File: config.mk
export PLATFORM = sky130hd
export DESIGN_NAME = wb_burst_slave
export DESIGN_NICKNAME = d
export VERILOG_FILES = /design/src/rtl/wb_pkg.sv /design/src/rtl/wb_slave_mem.sv /design/src/rtl/wb_burst_slave.sv
export SDC_FILE = /design/constraint.sdc
export NUM_CORES = 1
export LEC_CHECK = 0
export BUFFER_PORTS_ARGS = -buffer_cell sky130_fd_sc_hd__buf_2
export CORE_MARGIN = 2
export CORE_UTILIZATION = 55
export DETAILED_ROUTE_END_ITERATION = 12
export GPL_TIMING_DRIVEN = 0
export PLACE_DENSITY = 0.75
export REMOVE_ABC_BUFFERS = 1
export SYNTH_ARGS = -nofsm -noshare
export SYNTH_HDL_FRONTEND = slang
export SYNTH_HIERARCHICAL = 1
export SYNTH_SLANG_ARGS = --single-unit
File: constraint.sdc
create_clock -name clk_i -period 2.85 [get_ports clk_i]
set_input_delay 0.4275 -clock clk_i [delete_from_list [all_inputs] [get_ports clk_i]]
set_output_delay 0.4275 -clock clk_i [all_outputs]
set_load 0.02 [all_outputs]
File: src/rtl/wb_pkg.sv
// Shared types for the Wishbone burst slave: cycle type codes, FSM states, read-data source.
package wb_pkg;

    typedef enum logic [2:0] {
        CTI_CLASSIC = 3'b000,
        CTI_CONST   = 3'b001,
        CTI_INCR    = 3'b010,
        CTI_END     = 3'b111
    } cti_t;

    typedef enum logic [1:0] {
        ST_IDLE,
        ST_CLASSIC,
        ST_RECOVER,
        ST_BURST
    } state_t;

    typedef enum logic [1:0] {
        RD_ZERO,
        RD_MEM,
        RD_TAG
    } rd_src_t;

    localparam logic [15:0] WR_COUNT_MAX = 16'hFFFF;

    function automatic logic is_burst_cti(input logic [2:0] cti);
        return (cti == CTI_CONST) || (cti == CTI_INCR);
    endfunction

endpackage

File: src/rtl/wb_slave_mem.sv
// Byte-lane writable word memory with a registered read port (maps onto block RAM).
module wb_slave_mem #(
    parameter int ADDR_WIDTH = 4,
    parameter int DATA_WIDTH = 32,
    parameter int DEPTH      = 12
) (
    input  logic                    clk_i,
    input  logic                    we_i,
    input  logic [DATA_WIDTH/8-1:0] be_i,
    input  logic [ADDR_WIDTH-1:0]   waddr_i,
    input  logic [DATA_WIDTH-1:0]   wdata_i,
    input  logic [ADDR_WIDTH-1:0]   raddr_i,
    output logic [DATA_WIDTH-1:0]   rdata_o
);
    localparam int SEL_WIDTH = DATA_WIDTH / 8;

    logic [SEL_WIDTH-1:0][7:0] mem_q [DEPTH];
    logic [SEL_WIDTH-1:0][7:0] rdata_q;
    logic [SEL_WIDTH-1:0]      lane_we;

    for (genvar gi = 0; gi < SEL_WIDTH; gi++) begin : g_lane
        assign lane_we[gi] = we_i & be_i[gi];
    end

    always_ff @(posedge clk_i) begin
        for (int k = 0; k < SEL_WIDTH; k++) begin
            if (lane_we[k]) begin
                mem_q[waddr_i][k] <= wdata_i[k*8 +: 8];
            end
        end
        rdata_q <= mem_q[raddr_i];
    end

    assign rdata_o = rdata_q;

endmodule

File: src/rtl/wb_burst_slave.sv
// Wishbone B4 registered-feedback slave: classic, constant and incrementing bursts plus a tag-space write counter.
// Define WB_SLAVE_ERR_EN to answer out-of-range memory beats with err_o instead of ack_o.
module wb_burst_slave
    import wb_pkg::*;
#(
    parameter int ADDR_WIDTH = 4,
    parameter int DATA_WIDTH = 32,
    parameter int DEPTH      = 12
) (
    input  logic                    clk_i,
    input  logic                    rst_i,
    input  logic                    cyc_i,
    input  logic                    stb_i,
    input  logic                    we_i,
    input  logic [ADDR_WIDTH-1:0]   adr_i,
    input  logic [DATA_WIDTH-1:0]   dat_i,
    input  logic [DATA_WIDTH/8-1:0] sel_i,
    input  logic [2:0]              cti_i,
    input  logic                    tga_i,
    output logic [DATA_WIDTH-1:0]   dat_o,
    output logic                    ack_o,
    output logic                    err_o
);
    localparam logic [ADDR_WIDTH:0] DEPTH_LIM = (ADDR_WIDTH+1)'(DEPTH);

    state_t                  state_q, state_d;
    logic [ADDR_WIDTH-1:0]   addr_q, addr_d;
    logic                    tag_q, tag_d;
    rd_src_t                 rd_src_q, rd_src_d;
    logic [15:0]             wr_count_q, wr_count_d;
    logic                    bus_req, active, beat, addr_ok;
    logic                    ack, err, mem_we, tag_clr;
    logic [DATA_WIDTH-1:0]   mem_rdata;

    function automatic logic in_range(input logic [ADDR_WIDTH-1:0] a);
        return {1'b0, a} < DEPTH_LIM;
    endfunction

    assign bus_req = cyc_i & stb_i;
    assign active  = (state_q == ST_CLASSIC) || (state_q == ST_BURST);
    assign beat    = bus_req & active;
    assign addr_ok = in_range(addr_q);

`ifdef WB_SLAVE_ERR_EN
    assign ack = beat & (tag_q | addr_ok);
    assign err = beat & ~tag_q & ~addr_ok;
`else
    assign ack = beat;
    assign err = 1'b0;
`endif

    // sel_i=0 is acknowledged but is not a write, so it does not count either
    assign mem_we  = ack & we_i & ~tag_q & addr_ok & (|sel_i);
    assign tag_clr = ack & we_i & tag_q;

    always_comb begin
        state_d = state_q;
        addr_d  = addr_q;
        tag_d   = tag_q;
        case (state_q)
            ST_IDLE: begin
                if (bus_req) begin
                    addr_d  = adr_i;
                    tag_d   = tga_i;
                    state_d = is_burst_cti(cti_i) ? ST_BURST : ST_CLASSIC;
                end
            end
            ST_CLASSIC: state_d = ST_RECOVER;
            ST_RECOVER: state_d = ST_IDLE;
            ST_BURST: begin
                if (err) begin
                    state_d = ST_IDLE;
                end else if (ack) begin
                    if (cti_i == CTI_END) begin
                        state_d = ST_IDLE;
                    end else if (cti_i == CTI_INCR) begin
                        addr_d = addr_q + ADDR_WIDTH'(1);
                    end
                end
            end
            default: state_d = ST_IDLE;
        endcase
        if (!cyc_i) begin
            state_d = ST_IDLE;
        end
    end

    // Read source is chosen one edge ahead so the data lines up with the ack cycle
    always_comb begin
        rd_src_d = RD_ZERO;
        if (tag_d) begin
            rd_src_d = RD_TAG;
        end else if (in_range(addr_d)) begin
            rd_src_d = RD_MEM;
        end
    end

    always_comb begin
        wr_count_d = wr_count_q;
        if (tag_clr) begin
            wr_count_d = '0;
        end else if (mem_we && (wr_count_q != WR_COUNT_MAX)) begin
            wr_count_d = wr_count_q + 16'd1;
        end
    end

    always_ff @(posedge clk_i or negedge rst_i) begin
        if (!rst_i) begin
            state_q    <= ST_IDLE;
            addr_q     <= '0;
            tag_q      <= 1'b0;
            rd_src_q   <= RD_ZERO;
            wr_count_q <= '0;
        end else begin
            state_q    <= state_d;
            addr_q     <= addr_d;
            tag_q      <= tag_d;
            rd_src_q   <= rd_src_d;
            wr_count_q <= wr_count_d;
        end
    end

    wb_slave_mem #(
        .ADDR_WIDTH(ADDR_WIDTH),
        .DATA_WIDTH(DATA_WIDTH),
        .DEPTH     (DEPTH)
    ) u_mem (
        .clk_i  (clk_i),
        .we_i   (mem_we),
        .be_i   (sel_i),
        .waddr_i(addr_q),
        .wdata_i(dat_i),
        .raddr_i(addr_d),
        .rdata_o(mem_rdata)
    );

    always_comb begin
        case (rd_src_q)
            RD_MEM:  dat_o = mem_rdata;
            RD_TAG:  dat_o = DATA_WIDTH'(wr_count_q);
            default: dat_o = '0;
        endcase
    end

    assign ack_o = ack;
    assign err_o = err;

endmodule

# ---- Yosys cells after proc, flatten, opt, wreduce, memory -nomap -nowiden
# Memory sizes are Yosys's and may differ from the RTL's. A register that Yosys moved wholly into a read port is not among the register bits.
# Index checks and enable logic that the tools add are counted.
dict set report classes {
  n_reduce_logical 7
  eq_ne 12
  n_bitwise 12
  mux 26
  add_sub_neg 2
  magnitude_cmp 2
}
# operator count
set op_table {}
lappend op_table {{one-hot mux 32 bit (2 select lines)} 1}
lappend op_table {{two-way mux 16 bit} 2}
lappend op_table {{adder 16 x 1 -> 16 bit (second input constant)} 1}
lappend op_table {{two-way mux 4 bit} 4}
lappend op_table {{inequality test 16 bit (second input constant)} 1}
lappend op_table {{two-way mux 2 bit} 6}
lappend op_table {{AND 1 bit} 11}
lappend op_table {{two-way mux 1 bit} 11}
lappend op_table {{less-than comparator 4 bit (second input constant)} 2}
lappend op_table {{one-hot mux 2 bit (4 select lines)} 1}
lappend op_table {{one-hot mux 4 bit (2 select lines)} 1}
lappend op_table {{== test 2 bit (second input constant)} 3}
lappend op_table {{inequality test 3 bit (second input constant)} 2}
lappend op_table {{adder 4 x 1 -> 4 bit (second input constant)} 1}
lappend op_table {{== test 2 x 1 -> 1 bit (second input constant)} 2}
lappend op_table {{OR reduction 4 bit} 1}
lappend op_table {{== test 3 x 1 -> 1 bit (second input constant)} 1}
lappend op_table {{== test 3 x 2 -> 1 bit (second input constant)} 1}
lappend op_table {{== test 3 bit (second input constant)} 1}
lappend op_table {{inequality test 3 x 2 -> 1 bit (second input constant)} 1}
lappend op_table {{AND reduction 3 bit} 1}
lappend op_table {{logical NOT 2 bit} 1}
lappend op_table {{logical OR 1 bit} 2}
lappend op_table {{nonzero test 2 bit} 1}
lappend op_table {{other kinds (2)} 2}
dict set report word_totals {
  ramBits 384
  output_inout_bits 34
  elab_cells 67
  n_memories 1
  inputBits 49
  reg_bits 25
}
# name depth width read_ports rd_ports_with_merged_regs wr line
set memory_table {}
lappend memory_table {u_mem.mem_q 12 32 1 1 1 wb_slave_mem.sv:17} ;# logic [SEL_WIDTH-1:0][7:0] mem_q [DEPTH];

# ---- Logic depth before layout (Yosys ltp)
# Gate-level depths: netlist of the first run.
dict set report depth {
  word_depth 10
  ltp_mapped 12
  ltp_nobuf 9
}

# ---- Hierarchy
# The synthesis of the first run kept the hierarchy.
# module cells_each area_per_inst_um2 instances seq_area_each_um2
set modules_own_cells {}
lappend modules_own_cells {wb_slave_mem 720 15376.0 1 12171.7}
lappend modules_own_cells {wb_burst_slave 228 1921.8 1 600.6}

# ---- Worst setup path after synthesis of the first run
# Ideal clock, no wire load.
dict set report synth_path {
  kind {register -> register}
  start {register state_q[0]}
  end {register u_mem.rdata_q, in the netlist u_mem/rdata_o[11] (read register of u_mem.mem_q)}
  setup_ns 0.142
  path_buffers 2
  arrival_ns 2.739
  t_required_ns 2.708
  period_less_slack_ns 2.880
  slack_ns -0.030
  stages_incl_launch_ff 11
  path_cell_list {dfrtp_1 > ha_1 > clkbuf_1 > o211a_1 > nor4b_1 > o21ai_0 > o211ai_1 > buf_2 > mux4_2 > a22oi_1 > o221ai_1}
}
dict set report synth_between {
  elab_chain_len 5
  word_cells_on_any_way 7
  classes_between {2 x eq/ne; 2 x mux; 1 x bitwise; 2 x reduce/logical}
}
# item line
set synth_lines {}
lappend synth_lines {{start, declared} wb_burst_slave.sv:26} ;# state_t state_q, state_d;
lappend synth_lines {{start signal, assigned} wb_burst_slave.sv:115} ;# state_q <= state_d;
lappend synth_lines {{== test 2 x 1 -> 1 bit or == test 2 bit (tied branches)} wb_burst_slave.sv:40} ;# assign active = (state_q == ST_CLASSIC) || (state_q == ST_BURST);
lappend synth_lines {{logical OR 1 bit (*)} wb_burst_slave.sv:40}
lappend synth_lines {{AND 1 bit (*)} wb_burst_slave.sv:41} ;# assign beat = bus_req & active;
lappend synth_lines {{net ack_o} wb_burst_slave.sv:21} ;# output logic ack_o,
lappend synth_lines {{two-way mux 4 bit (*)} wb_burst_slave.sv:73} ;# end else if (ack) begin
lappend synth_lines {{one-hot mux 4 bit (2 select lines) (*)} wb_burst_slave.sv:60} ;# case (state_q)
lappend synth_lines {{net addr_d[0]} wb_burst_slave.sv:27} ;# logic [ADDR_WIDTH-1:0] addr_q, addr_d;
lappend synth_lines {{end, declared} wb_slave_mem.sv:18} ;# logic [SEL_WIDTH-1:0][7:0] rdata_q;
# Mark *: on every way through the listed nets, which the timed path passes. The rest lies on a longest branch.
# A chain may end at the register's enable or synchronous reset.

# ---- Final worst setup path of the first run
dict set report layout_path {
  start {register state_q[1]}
  end {register u_mem.rdata_q, in the netlist u_mem/rdata_o[11] (read register of u_mem.mem_q)}
}
dict set report layout_between {
  elab_chain_len 5
  word_cells_on_any_way 7
  classes_between {2 x eq/ne; 2 x mux; 1 x bitwise; 2 x reduce/logical}
}
# item line
set layout_lines {}
lappend layout_lines {{== test 2 x 1 -> 1 bit or == test 2 bit (tied branches)} {wb_burst_slave.sv:40, wb_burst_slave.sv:60}}
lappend layout_lines {{logical OR 1 bit} wb_burst_slave.sv:40}
lappend layout_lines {{AND 1 bit} wb_burst_slave.sv:41}
lappend layout_lines {{two-way mux 4 bit} wb_burst_slave.sv:73}
lappend layout_lines {{one-hot mux 4 bit (2 select lines) (*)} wb_burst_slave.sv:60}
lappend layout_lines {{net addr_d[0]} wb_burst_slave.sv:27}
# Marks and branches as above.

==> qor.txt, run 1 <==
Yosys top cell area share - 0.6666
Reg2reg setup slack - -0.42 ns
Iteration-0 DRC Markers - 1025
Setup violations, final - 30
Clock skew after layout - 0.02116 ns
Drc violations - 0
Total standard cell area after synthesis - 0.01730 mm2
Row count - 64
Diodes inserted - 0
Largest area contributor in the netlist - edfxtp_1
Dpl hpwl - 22320 um
Number of distinct standard cells referenced by the synthesized netlist - 61
Synth top area cells - edfxtp_1, mux4_2, mux2i_1
Clk root buf - clkbuf_16
Remaining global-route overflow - 0
H-tree Lvls - 2
Hold Path Cell Cnt - 1
Headroom to the max-slew limit - 0.1441
Clock sink count - 440
Type of the most critical hold path - in -> reg
Global-route wire length before repair - 61090 um
Final WL - 41890 um
Fraction of registers with async set/reset - 0.05455
Total number of yosys warnings - 6
Effective utilization at floorplan - 0.5625
Buffers on Ports - 81
Setup repair after global routing missed its margin - true
CTS tree - yes
Number of buffers between clock root and the deepest sink - 3
Die Y - 181.3 um
Number of global-route vias before repair - 10140
Total routing usage reported by global routing - 0.2491
WS Path Type - reg -> reg
Antenna violations before repair - 1
Largest net degree at the start of global routing - 33
Clock transition at path regs - 0.06 ns
Share of the yosys chip area belonging to registers - 0.7384
Static Leakage - 7.205 nW
Die footprint - 0.03289 mm2
Critical Path Start Type - register
Per-cell via count in the routed design - 6.370
RR Startpoint - state_q[1]$_DFFE_PN0P_
Share of final-layout standard cells stronger than drive strength 1 - 0.3876
Overall power after layout - 21.08 mW
Peak Freq - 305.3 MHz
Power density relative to cell area - 977.0 mW/mm2
WL per Instance - 26.68 um
Crit path setup slack, layout - -0.4250 ns
Via total after detailed routing - 10000
R2R depth - 17
Total core area - 0.03075 mm2
Number of nets with antenna violations after detailed routing - 0
Violations in the final reports - negative setup slack
End of the worst register-to-register path - u_mem/rdata_o[11]$_DFF_P_
Required time at the worst-slack endpoint - 3.25 ns
Number of flops mapped to enable cells by yosys - 384
Yosys reg bits - 440
Slew at the pin closest to its max-slew limit - 1.272 ns
Top_reg_cell synth - edfxtp_1
Final hold violation count - 0
Number of I/O pins - 83
Post-route fraction of the period consumed by the critical path - 1.149
Average footprint of a synthesized cell - 18.25 um2
Width of the chip - 181.3 um
Mapped Cells - 948
Min Clock Period, post-route - 3.275 ns
Layout Area Growth over Synthesis - 24.75%
Final weighted congestion of routability-driven global placement - 0.8569
Count of max-cap constraint violations - 0
Detailed-router iteration count before antenna repair - 7
Placement Setup Slack - -1.586 ns
Hold Path Sink - u_mem/mem_q[10][14]$_DFFE_PP_
Maximum net fanout on the critical path - 6
CTS buffer count - 43
Worst Path Arrival - 3.68 ns
Final Max Slew Viols - 0
Worst Setup End Kind - register
Number of nets at the end of the flow - 1197
Critical hold path startpoint - dat_i[14]
Clock latency of the later-clocked register in the worst-skew pair - 0.54 ns
Largest voltage drop on the vdd net - 0.0005954 V
Outcome - finished with violations
Total Neg Setup Slack - -6.605 ns
metal layers:
layer	wire, um	global-route usage	up-vias
met5	13	0	-
met4	1410	0.09561	2
met3	2984	0.04374	98
met2	21170	0.4175	502
met1	16310	0.3289	5169
li1	-	-	4230
report_power, final:
group          switching (mW)  internal, mW  total [mW]
logic                    4.02          3.80        7.82
registers               0.214          7.35        7.56
clock network            2.30          3.40        5.70
total                    6.53          14.5        21.1
worst max-delay path, cell delays in order, from the launching register on:
cell and delay [ns]:
dfrtp_2 0.43, inv_4 0.07, ha_4 0.16, o211a_4 0.26, nor4b_4 0.13, o21ai_1 0.14
o211ai_1 0.16, buf_4 0.19, buf_8 0.12, buf_8 0.12, buf_8 0.12, buf_8 0.12
buf_8 0.11, buf_8 0.13, buf_6 0.13, mux4_2 0.44, a22oi_2 0.20, o221ai_2 0.12
cells by family after synthesis:
kind of cell,share of synthesized area
muxes,0.1256
xor gates and xnor gates,0.0005064
DFF,0.7384
and+or+nand+nor,0.05287
buffers and inverters,0.02083
AOI/OAI and AO/OA,0.05577
other,0.0002168
adders and majority gates,0.005787
flip-flops by register name (all words and copies together) (netlist names):
name           cells
rd_src_q           2
state_q            2
u_mem/mem_q      384
addr_q             4
u_mem/rdata_o     32
wr_count_q        16
synth_stat cells (4+ instances only):
cell and instances:
a21oi_1 13, a22oi_1 45, a22oi_2 4, and2_1 17, buf_2 4, buf_6 11
clkbuf_1 30, dfrtp_1 24, dfxtp_1 32, edfxtp_1 384, ha_1 8, inv_1 10
mux2i_1 72, mux4_2 64, nand2_1 28, nand2b_1 4, nand3_1 10, nand4_1 9
nor2_1 73, nor2b_1 5, nor4_1 5, o21ai_0 6, o221ai_1 28, o221ai_2 4
o31ai_1 5, or4_1 5
area by class of cell:
type / count / area, um2
sequential: 440 / 12780
tap: 396 / 495.5
clock inverter: 13 / 166.4
fill: 1828 / 9170
timing repair buffer: 198 / 1909
inverter: 10 / 41.29
multi-input combinational: 447 / 4936
clock buffer: 66 / 1255
worst max path at each step:
stage                                      to                   start  depth (start not counted)  slack, ns
finish              u_mem/rdata_o[11]$_DFF_P_  state_q[1]$_DFFE_PN0P_                         17      -0.42
floorplan           u_mem/rdata_o[15]$_DFF_P_  state_q[0]$_DFFE_PN0P_                          8      -9.32
CTS                  u_mem/rdata_o[7]$_DFF_P_  state_q[1]$_DFFE_PN0P_                         17      -0.37
global route        u_mem/rdata_o[11]$_DFF_P_  state_q[1]$_DFFE_PN0P_                         17      -0.59
global placement    u_mem/rdata_o[26]$_DFF_P_  state_q[0]$_DFFE_PN0P_                          8     -13.61
detailed placement   u_mem/rdata_o[7]$_DFF_P_                cti_i[0]                         16      -1.59
per-stage QoR:
step                      hold WS [ns]    util  area, um2  std cells
after global routing            0.2062  0.7018      21580       1570
after floorplan                 0.1319       -      16980        896
after detailed placement        0.4830  0.5938      18260       1401
after global placement          0.4792  0.5813      17880       1373
final                           0.2145  0.7018      21580       1570
after CTS                       0.2011  0.6902      21220       1552
timing repair:
item | 4_1_cts | 5_1_grt
gates resized for setup | 185 | 28
hold endpoints to repair | 24 | 0
gates cloned | 1 | 0
pin swaps | 46 | 23
setup endpoints to repair | 419 | 342
hold buffers | 1 | 0
buffers inserted | 70 | 21
cell usage in the layout (no fill, tap or decap), types with 17 or more instances in the layout:
cell type,synthesis,routed
buf_2,4,81
nor2_1,73,23
buf_8,0,18
dfrtp_1,24,21
and2_1,17,17
buf_4,2,53
buf_12,2,29
a22oi_1,45,20
a22oi_2,4,29
nand2_1,28,23
clkbuf_16,0,45
nor2_4,0,50
dfxtp_1,32,32
mux2i_1,72,72
mux4_2,64,64
edfxtp_1,384,384
(Power assumes the default switching activity.)
==> inputs of run 2 (changes only) <==
PLACE_DENSITY = 0.77   (was 0.75)
==> run 2 against run 1 <==
  * The flow still finishes with violations (negative setup slack)
  * Hold slack worse by 0.00087 ns
  * Count of clock-buffer cells in the layout is 2 lower
  * Non-clock buffer count is 17 lower
  * Critical path type unchanged
  * Largest cell class unchanged
==> qor.txt, run 2 (synthesized netlist as in run 1, its figures left out) <==
Slew at the pin closest to its max-slew limit - 1.212 ns (-0.06048 ns)
Remaining global-route overflow - 0 (unchanged)
Detailed-router iteration count before antenna repair - 9 (+2)
Final Max Slew Viols - 0 (unchanged)
Number of flip-flops in the largest register - 384 (unchanged)
Power density relative to cell area - 987.9 mW/mm2 (+1.1%)
Dpl hpwl - 22030 um (-1.3%)
Min Clock Period, post-route - 3.086 ns (-0.1888 ns)
Count of max-cap constraint violations - 0 (unchanged)
CTS tree - yes
Clk root buf - clkbuf_16
Diodes inserted - 0 (unchanged)
Number of nets at the end of the flow - 1178 (-1.6%)
CTS buffer count - 42 (-2.3%)
Post-route fraction of the period consumed by the critical path - 1.083 (-0.06624)
Per-cell via count in the routed design - 6.412 (+0.66%)
Number of buffers between clock root and the deepest sink - 3 (unchanged)
Width of the chip - 181.3 um (unchanged)
Headroom to the max-slew limit - 0.1848 (+0.04069)
Most frequent cells in the layout - edfxtp_1, buf_2, mux2i_1, mux4_2, nor2_4
Worst Setup End Kind - register
Total Neg Setup Slack - -3.069 ns (+3.536 ns)
Type of the most critical hold path - in -> reg
Drc violations - 0 (unchanged)
Die footprint - 0.03289 mm2 (unchanged)
Worst Path Arrival - 3.48 ns (-0.20 ns)
Buffers on Ports - 81 (unchanged)
Required time at the worst-slack endpoint - 3.25 ns (about the same)
WL per Instance - 26.43 um (-0.93%)
Violations in the final reports - negative setup slack
H-tree Lvls - 2 (unchanged)
Setup violations, final - 29 (-3.3%)
Worst hold slack - 0.2136 ns (-0.0008670 ns)
Clock sink count - 440 (unchanged)
Antenna violations before repair - 0 (-1)
Utilization after layout - 0.6899 (-0.01192)
Clock skew after layout - 0.01872 ns (-0.002443 ns)
Largest voltage drop on the vdd net - 0.0006109 V (+2.6%)
Final hold violation count - 0 (unchanged)
Row count - 64 (unchanged)
Total routing usage reported by global routing - 0.2348 (-0.01427)
Outcome - finished with violations
Number of nets with antenna violations after detailed routing - 0 (unchanged)
Setup repair after global routing missed its margin - true
Peak Freq - 324.0 MHz (+6.1%)
Crit path setup slack, layout - -0.2362 ns (+0.1888 ns)
Iteration-0 DRC Markers - 1001 (-2.3%)
Die Y - 181.3 um (unchanged)
Total core area - 0.03075 mm2 (unchanged)
Effective utilization at floorplan - 0.5625 (unchanged)
Clock latency of the later-clocked register in the worst-skew pair - 0.54 ns (about the same)
Static Leakage - 7.066 nW (-1.9%)
WS Path Type - reg -> reg
Most common library cell in the layout ignoring fill and taps - edfxtp_1
Finished Layout Cells - 1551 (-1.2%)
Via total after detailed routing - 9945 (-0.56%)
Global-route wire length before repair - 57120 um (-6.5%)
Maximum net fanout on the critical path - 5 (-1)
Number of I/O pins - 83 (unchanged)
Largest net degree at the start of global routing - 33 (unchanged)
Most flops, register - u_mem/mem_q
Final weighted congestion of routability-driven global placement - 0.8552 (-0.20%)
Share of final-layout standard cells stronger than drive strength 1 - 0.3688 (-0.01873)
Placed insts - 1401 (unchanged)
Final WL - 41000 um (-2.1%)
Critical Path Start Type - register
Number of global-route vias before repair - 9501 (-6.3%)
Clock transition at path regs - 0.06 ns (about the same)
Layout Area Growth over Synthesis - 22.63%
-- run 2: critical path, cell delays in order (launching register included) --
cell and delay (ns):
dfrtp_1 0.42, buf_6 0.13, ha_4 0.15, o211a_4 0.25, nor4b_4 0.13, o21ai_1 0.18, o211ai_1 0.16, buf_6 0.17
buf_12 0.13, buf_12 0.12, buf_8 0.12, buf_12 0.13, buf_8 0.13, mux4_2 0.43, a22oi_2 0.18, o221ai_1 0.13
-- run 2: through the flow --
stage               area (um2)  worst slack, ns  power [mW]
finish                   21210          -0.2362       20.96
global route             21210          -0.3422       21.68
CTS                      20250          -0.4474       19.97
detailed placement       18260           -1.663       13.42
global placement         17880           -13.35       11.47
floorplan                16980           -9.320       10.88
-- run 2: final timing paths --
| kind | slack [ns] | cells past startpoint | from | endpoint |
|---|---|---|---|---|
| worst max-delay path | -0.24 | 15 | state_q[1]$_DFFE_PN0P_ | u_mem/rdata_o[2]$_DFF_P_ |
| worst min-delay path | 0.21 | 1 | dat_i[20] | u_mem/mem_q[5][20]$_DFFE_PP_ |
| worst max register to register | -0.24 | 15 | state_q[1]$_DFFE_PN0P_ | u_mem/rdata_o[2]$_DFF_P_ |
| worst min register to register | 0.55 | 2 | u_mem/mem_q[8][8]$_DFFE_PP_ | u_mem/rdata_o[8]$_DFF_P_ |
| max in group asynchronous | 1.86 | 2 | rst_i | state_q[0]$_DFFE_PN0P_ |
| min in group asynchronous | 0.50 | 2 | rst_i | wr_count_q[1]$_DFFE_PN0P_ |
-- run 2: timing repair --
action                     4_1_cts  5_1_grt
hold endpoints to repair        24        0
cloned                           0        0
setup buffers                   26       51
hold buffers                     1        0
setup endpoints to repair      448      430
gates resized for setup        101      120
pin swaps                       22       38
-- run 2: routing by layer --
layer  vias up  routed length, um  global-route usage
met3       105               3278             0.05180
li1       4197                  -                   -
met4         0               1425             0.07837
met2       525              20710              0.3923
met1      5118              15590              0.3091
met5         -                  0                   0
-- run 2: cell type report --
| cell class | count | area, um2 |
|---|---|---|
| clock buffers | 64 | 1227 |
| clock inverters | 14 | 116.4 |
| fillers | 1835 | 9537 |
| inverters | 10 | 37.54 |
| multi-input cells | 446 | 4877 |
| flip-flops and latches | 440 | 12770 |
| well taps | 396 | 495.5 |
| repair buffers | 181 | 1685 |
-- run 2: report_power, final --
group,total [mW],switching (mW),internal [mW]
logic,7.93,3.93,4.00
clock network,5.46,2.30,3.16
registers,7.57,0.219,7.35
total,21.0,6.45,14.5
